===== src/rtl/button_gesture_detector_pkg.sv =====
// Shared button definitions: gesture FSM state encoding and ms-to-cycles
// conversion, used by the gesture detector and the debouncer.
package button_gesture_detector_pkg;

   typedef enum logic [2:0] {
      ST_IDLE      = 3'd0,
      ST_PRESS1    = 3'd1,
      ST_WAIT2     = 3'd2,
      ST_PRESS2    = 3'd3,
      ST_LONG_HELD = 3'd4
   } state_t;

   function automatic int unsigned ms_to_cycles(input int unsigned clk_freq,
                                                input int unsigned ms);
      return (clk_freq / 1000) * ms;
   endfunction

endpackage


===== src/rtl/button_gesture_detector.sv =====
// Classifies debounced press/release pulses into single click, double click
// and long press; one shared state timer, all outputs registered.
module button_gesture_detector
   import button_gesture_detector_pkg::*;
#(
   parameter int unsigned CLK_FREQ        = 25_000_000,
   parameter int unsigned LONG_PRESS_MS   = 800,
   parameter int unsigned DOUBLE_CLICK_MS = 250
) (
   input  logic clk,
   input  logic rst_n,
   input  logic btn_pressed,
   input  logic btn_released,
   output logic single_click,
   output logic double_click,
   output logic long_press,
   output logic btn_held
);

   localparam int unsigned LONG_MAX = ms_to_cycles(CLK_FREQ, LONG_PRESS_MS);
   localparam int unsigned GAP_MAX  = ms_to_cycles(CLK_FREQ, DOUBLE_CLICK_MS);
   localparam int unsigned TMR_MAX  = (LONG_MAX > GAP_MAX) ? LONG_MAX : GAP_MAX;
   localparam int unsigned TMR_W    = (TMR_MAX > 0) ? $clog2(TMR_MAX + 1) : 1;

   localparam logic [TMR_W-1:0] LONG_T = TMR_W'(LONG_MAX);
   localparam logic [TMR_W-1:0] GAP_T  = TMR_W'(GAP_MAX);

   state_t           r_state;
   logic [TMR_W-1:0] r_timer;
   logic             r_single;
   logic             r_double;
   logic             r_long;
   logic             r_held;

   // A press coinciding with a release is treated as a release only.
   logic w_press_only;
   assign w_press_only = btn_pressed & ~btn_released;

   always_ff @(posedge clk or negedge rst_n) begin
      if (!rst_n) begin
         r_state  <= ST_IDLE;
         r_timer  <= '0;
         r_single <= 1'b0;
         r_double <= 1'b0;
         r_long   <= 1'b0;
         r_held   <= 1'b0;
      end else begin
         r_single <= 1'b0;
         r_double <= 1'b0;
         r_long   <= 1'b0;
         // Saturating count; any transition below overrides with a clear.
         if (r_timer != '1) r_timer <= r_timer + 1'b1;
         case (r_state)
            ST_IDLE: begin
               if (w_press_only) begin
                  r_state <= ST_PRESS1;
                  r_timer <= '0;
                  r_held  <= 1'b1;
               end
            end
            ST_PRESS1: begin
               if (btn_released) begin
                  r_state <= ST_WAIT2;
                  r_timer <= '0;
                  r_held  <= 1'b0;
               end else if (r_timer == LONG_T) begin
                  r_state <= ST_LONG_HELD;
                  r_timer <= '0;
                  r_long  <= 1'b1;
               end
            end
            ST_WAIT2: begin
               if (w_press_only) begin
                  r_state  <= ST_PRESS2;
                  r_timer  <= '0;
                  r_double <= 1'b1;
                  r_held   <= 1'b1;
               end else if (r_timer == GAP_T) begin
                  r_state  <= ST_IDLE;
                  r_timer  <= '0;
                  r_single <= 1'b1;
               end
            end
            ST_PRESS2, ST_LONG_HELD: begin
               if (btn_released) begin
                  r_state <= ST_IDLE;
                  r_timer <= '0;
                  r_held  <= 1'b0;
               end
            end
            default: begin
               r_state <= ST_IDLE;
               r_timer <= '0;
               r_held  <= 1'b0;
            end
         endcase
      end
   end

   assign single_click = r_single;
   assign double_click = r_double;
   assign long_press   = r_long;
   assign btn_held     = r_held;

endmodule

===== config.mk =====
export PLATFORM = sky130hd
export DESIGN_NAME = button_gesture_detector
export DESIGN_NICKNAME = d
export VERILOG_FILES = /design/src/rtl/button_gesture_detector_pkg.sv /design/src/rtl/button_gesture_detector.sv
export SDC_FILE = /design/constraint.sdc
export NUM_CORES = 1
export LEC_CHECK = 0
export CAP_MARGIN = 40
export CORE_MARGIN = 3
export CORE_UTILIZATION = 60
export CTS_CLUSTER_DIAMETER = 200
export DETAILED_ROUTE_END_ITERATION = 10
export GPL_TIMING_DRIVEN = 0
export HOLD_SLACK_MARGIN = 0.05
export PLACE_DENSITY = 0.79
export SYNTH_ARGS = -nofsm -noshare
export SYNTH_HDL_FRONTEND = slang
export SYNTH_SLANG_ARGS = --single-unit

===== constraint.sdc =====
create_clock -name clk -period 3.7 [get_ports clk]
set_clock_uncertainty 0.15 [all_clocks]
set_input_delay 0.925 -clock clk [delete_from_list [all_inputs] [get_ports clk]]
set_output_delay 0.925 -clock clk [all_outputs]
set_load 0.02 [all_outputs]

; Yosys cells after proc, flatten, opt, wreduce, memory -nomap -nowiden
; Index checks and enable logic that the tools add are counted.
[totals]
ff_bits = 32
input_bits = 4
output_inout_bits = 4
wordCells = 54
[op_classes]
addsub = 1
eq_ne = 13
n_mux = 26
bitwise = 2
n_reduce_logical = 6
[ops]
columns = operator, n
row1 = $mux W25, 7
row2 = $pmux W25 S4, 1
row3 = $add A25 B1 Y25 const B, 1
row4 = $eq A25 B23 Y1 const B, 1
row5 = $eq A25 B25 Y1 const B, 1
row6 = $ne A25 B25 Y1 const B, 1
row7 = $mux W3, 6
row8 = $pmux W3 S4, 1
row9 = $mux W1, 10
row10 = $eq A3 B2 Y1 const B, 2
row11 = $ne A3 B3 Y1 const B, 2
row12 = $ne A2 B1 Y1 const B, 2
row13 = $ne A2 B2 Y1 const B, 2
row14 = $reduce_and A4 Y1, 1
row15 = $reduce_or A2 Y1, 2
row16 = $eq A3 B1 Y1 const B, 1
row17 = $eq A3 B3 Y1 const B, 1
row18 = $logic_not A3 Y1, 1
row19 = $reduce_or A3 Y1, 1
row20 = $pmux W1 S2, 1
row21 = $reduce_and A2 Y1, 1
row22 = $and A1 B1 Y1, 1
row23 = $not A1 Y1, 1

; Depth between registers and ports, before layout
[logic_depth]
ltp_word = 5
mapped_depth = 8
ltp_nobuf = 7

; Worst setup path after synthesis
; Ideal clock, no wire load.
[synth_path]
kind = reg2reg
start = register r_timer[0]
end = register r_timer[11]
setup_time_ns = 0.119
arrival_ns = 2.067
required_ns = 3.431
path_slack_ns = 1.364
path_stages_with_launch = 9
n_path_buf = 1
period_less_slack_ns = 2.336
cell_sequence = dfrtp_1 > inv_1 > ha_1 > nor4b_2 > nand4_1 > or4_4 > a221oi_4 > buf_6 > nor2_1
[synth_between]
elab_chain_len = 5
word_cells_on_any_way = 12
classes_between = 1 x add/sub / 3 x eq/ne / 8 x mux
[synth_rtl]
columns = element, line_no
row1 = from (decl), button_gesture_detector.sv:29  ; logic [TMR_W-1:0] r_timer;
row2 = from (signal assigned), button_gesture_detector.sv:52  ; if (r_timer != '1) r_timer <= r_timer + 1'b1;
row3 = $add A25 B1 Y25 or $ne A25 B25 Y1 (tied branches), button_gesture_detector.sv:52
row4 = $mux W25, button_gesture_detector.sv:52
row5 = "$mux W25, on equally long branches", "button_gesture_detector.sv:78, button_gesture_detector.sv:66"
row6 = "$mux W25, on equally long branches", "button_gesture_detector.sv:73, button_gesture_detector.sv:62"
row7 = $pmux W25 S4 *, button_gesture_detector.sv:53  ; case (r_state)
; Mark *: on every way between the ends. The rest lies on a longest branch, timed or not.
; A chain may end at the register's enable or synchronous reset.

; Final worst setup path
; Same ends and word-level chain as after synthesis.

==> impl_metrics.csv <==
group,metric,value,unit
setup_path,r2r-start,"r_timer[0]",
hold_path,hold_depth,2,
clocking,cts.sinks,32,
clocking,htreeDepth,2,
setup_path,path_cells,"inv_1, ha_1, nor4b_2, nand4_1, or4_4, a221oi_4, buf_6, nor2_1",
synthesis,synth-seq-cells,32,
synthesis,synth_xor_area_share,8.93,%
global_routing,gr-total-overflow,0,
setup_path,cp_slowest_stage_delay,580,ps
setup_path,crit_start,"r_timer[0]",
synthesis,yosysTopAreaCellShare,43.0,%
synthesis,yosysTopAreaCell,"dfrtp_1",
final_layout,antenna_cells,0,
drt,first_pass_iters,4,
power,power_density,399,nW/um^2
place,place_ws,1100,ps
synthesis,synth-compound-area-share,11.4,%
hold_path,whs_endpoint,"r_state[2]",
synthesis,synthArstFlopShare,100,%
run,drv_cap,0,
timing,rsz0062_at_grt,"no",
final_layout,fillers,227,
timing,fin_tns_setup,0,ps
setup_path,critPathKind,"reg2reg",
clocking,insertion_delay,340,ps
timing,worst_pin_slew,842,ps
global_routing,grt_usage,24.9,%
place,hpwl,2940,um
synthesis,syn_nets,203,
die,coreArea,2850,um^2
setup_path,reg2reg_to,"r_timer[11]",
clocking,cts_root_buffer,"clkbuf_4",
setup_path,r2r_setup_slack,1070,ps
synthesis,ys_seq_area_share,43.0,%
clocking,cts_hold_buf,0,
synthesis,muxShareOfSynthArea,0.537,%
place,gp_congestion,0.910,
timing,min_period,2630,ps
final_layout,drive_gt1_share,11.8,%
synthesis,syn_inst,197,
outcome,status,"completed",
synthesis,ys_top_cells_by_count,"32 x dfrtp_1, 28 x nor2_1, 18 x xnor2_1",
drt,antenna_left,0,
die,floorplan.io_pins,8,
global_routing,grt_pass1_vias,1488,
setup_path,path_buf_inv,2,
setup_path,end_kind,"flop",
drt,vias,1605,
synthesis,synthSimpleGateAreaFrac,29.3,%
power,p_leak,0.809,nW
clocking,clock_path_buffers,2,
timing,hold_ws,402,ps
final_layout,regArea,801,um^2
global_routing,antenna_found_initial,0,
drt,wirelength,4060,um
die,die_w,61.7,um
timing,final_hold_viol_count,0,
clocking,ctsResizeCount,0,
timing,finalSetupViolCount,0,
synthesis,yosysWarnings,0,
die,rows,19,
synthesis,ys.flop_type,"dfrtp_1",
clocking,cts_tree,"done",
drt,wl_per_cell,16.7,um
synthesis,yosysMostFrequentCell,"dfrtp_1",
setup_path,slowest_stage,"or4_4",
power,vdd.ir_drop.worst,0.248,mV
timing,period_share,71.2,%
clocking,cts.reportedPaths.clkPinSlew,110,ps
setup_path,reg2reg_depth,8,
final_layout,syn_to_final_growth,11.9,%
hold_path,worstHoldPathType,"reg2reg",
drt,drt_iter0_markers,120,
timing,relSlewSlack,43.4,%
setup_path,worst_path_dominant_cell_family,"simple AND/OR/NAND/NOR gates",
synthesis,synth-adder-area-share,1.34,%
clocking,postCtsSetupRepairBufs,0,
setup_path,critPathRequiredTime,3780,ps
die,die_y,61.7,um
synthesis,synth_area_leaders,"dfrtp_1 43%, xnor2_1 8.5%, nor2_1 5.6%",
timing,layout_setup_ws,1070,ps
die,dieArea,3810,um^2
final_layout,nNetsFinal,217,
global_routing,grt_pass1_wl,6850,um
timing,fmax,0.380,GHz
setup_path,startpoint_type,"flop",
drt,vias_per_cell,6.60,
setup_path,cp_data_arrival_time,2710,ps
synthesis,synth_area_per_cell,9.46,um^2
clocking,numCtsBuffers,5,
hold_path,hp-start,"r_state[1]",
synthesis,synth_edf_count,0,
synthesis,synth_top_family_by_area,"simple AND/OR/NAND/NOR gates",
setup_path,path_max_fanout,10,
place,io_buffer_count,6,
die,initial_core_util,65.3,%
synthesis,synth_cell_type_count,45,
global_routing,grt_max_degree,18,
final_layout,multi_input_area,961,um^2
synthesis,synth_area,1860,um^2
drt,drc,0,
timing,slew_violations,0,
## tightest hold or removal path, stage by stage (launching register included)
cell and delay, ps:
dfrtp_1 360, buf_6 120, a211oi_1 40
## worst max-delay path by stage
| stage | cells past startpoint | slack [ps] | to |
|---|---|---|---|
| detailed placement | 5 | 1100 | r_timer[2] |
| finish | 8 | 1070 | r_timer[11] |
| CTS | 8 | 1080 | r_timer[2] |
| global placement | 1 | 1030 | r_timer[2] |
| global route | 8 | 910 | r_timer[11] |
| floorplan | 8 | 1360 | r_timer[11] |
## flip-flops by register name, indices dropped and copies added, names as in the netlist
register and flops:
btn_held 1, double_click 1, long_press 1, r_state 3
r_timer 25, single_click 1
## per-layer routing
metal	part of all wire [%]	GRT usage [%]	routed length, um
met4	1.7	9.09	67
met2	49	39.5	1980
met3	6.8	7.64	274
met5	0	0	0
met1	43	32.1	1740
## cells by family (layout without fill, tap and decap cells)
kind of cell / Yosys count / in the layout
buffers and inverters: 16 / 31
AND/OR/NAND/NOR: 100 / 100
flip-flops: 32 / 32
XOR/XNOR: 19 / 19
AO/OA/AOI/OAI: 27 / 27
adder cells (fa/ha/maj): 2 / 2
multiplexers: 1 / 1
## per-stage QoR
| step | total power [mW] | utilization, % | cells | cell area, um^2 |
|---|---|---|---|---|
| detailed placement | 0.533 | 69.7 | 235 | 1990 |
| finish | 0.832 | 73.1 | 243 | 2080 |
| floorplan | 0.487 | - | 197 | 1860 |
| global placement | 0.523 | 68.8 | 234 | 1960 |
| CTS | 0.834 | 73.1 | 243 | 2080 |
| global route | 0.872 | 73.1 | 243 | 2080 |
## where the power goes
part           internal, mW  switching [mW]
Combinational        0.0596          0.0734
Sequential            0.368          0.0265
Clock                 0.179           0.125
## cell usage in the layout, fill, tap and decap left out, drive strengths merged, types with 2 or more instances in the layout
cell type	n
nor4b	2
buf	9
nor3	6
clkbuf	10
clkdlybuf4s50	6
a2111oi	7
and4	5
nand3	8
nor4	11
nand4b	2
a211oi	4
ha	2
inv	5
a31oi	2
o22ai	2
nand2b	2
or3	2
nor2	29
nand4	11
dfrtp	32
a21oi	5
nand2	15
xnor2	18
## area by class of cell
| cell class | count | area share, % |
|---|---|---|
| Buffer | 11 | 3.96 |
| Clock buffer | 7 | 3.12 |
| Clock inverter | 1 | 1.44 |
| Inverter | 5 | 0.900 |
| Multi-Input combinational cell | 149 | 46.1 |
| Sequential cell | 32 | 38.4 |
| Tap cell | 31 | 1.86 |
| Timing Repair Buffer | 7 | 4.20 |
Note: power is estimated with default switching activity, not from simulation.
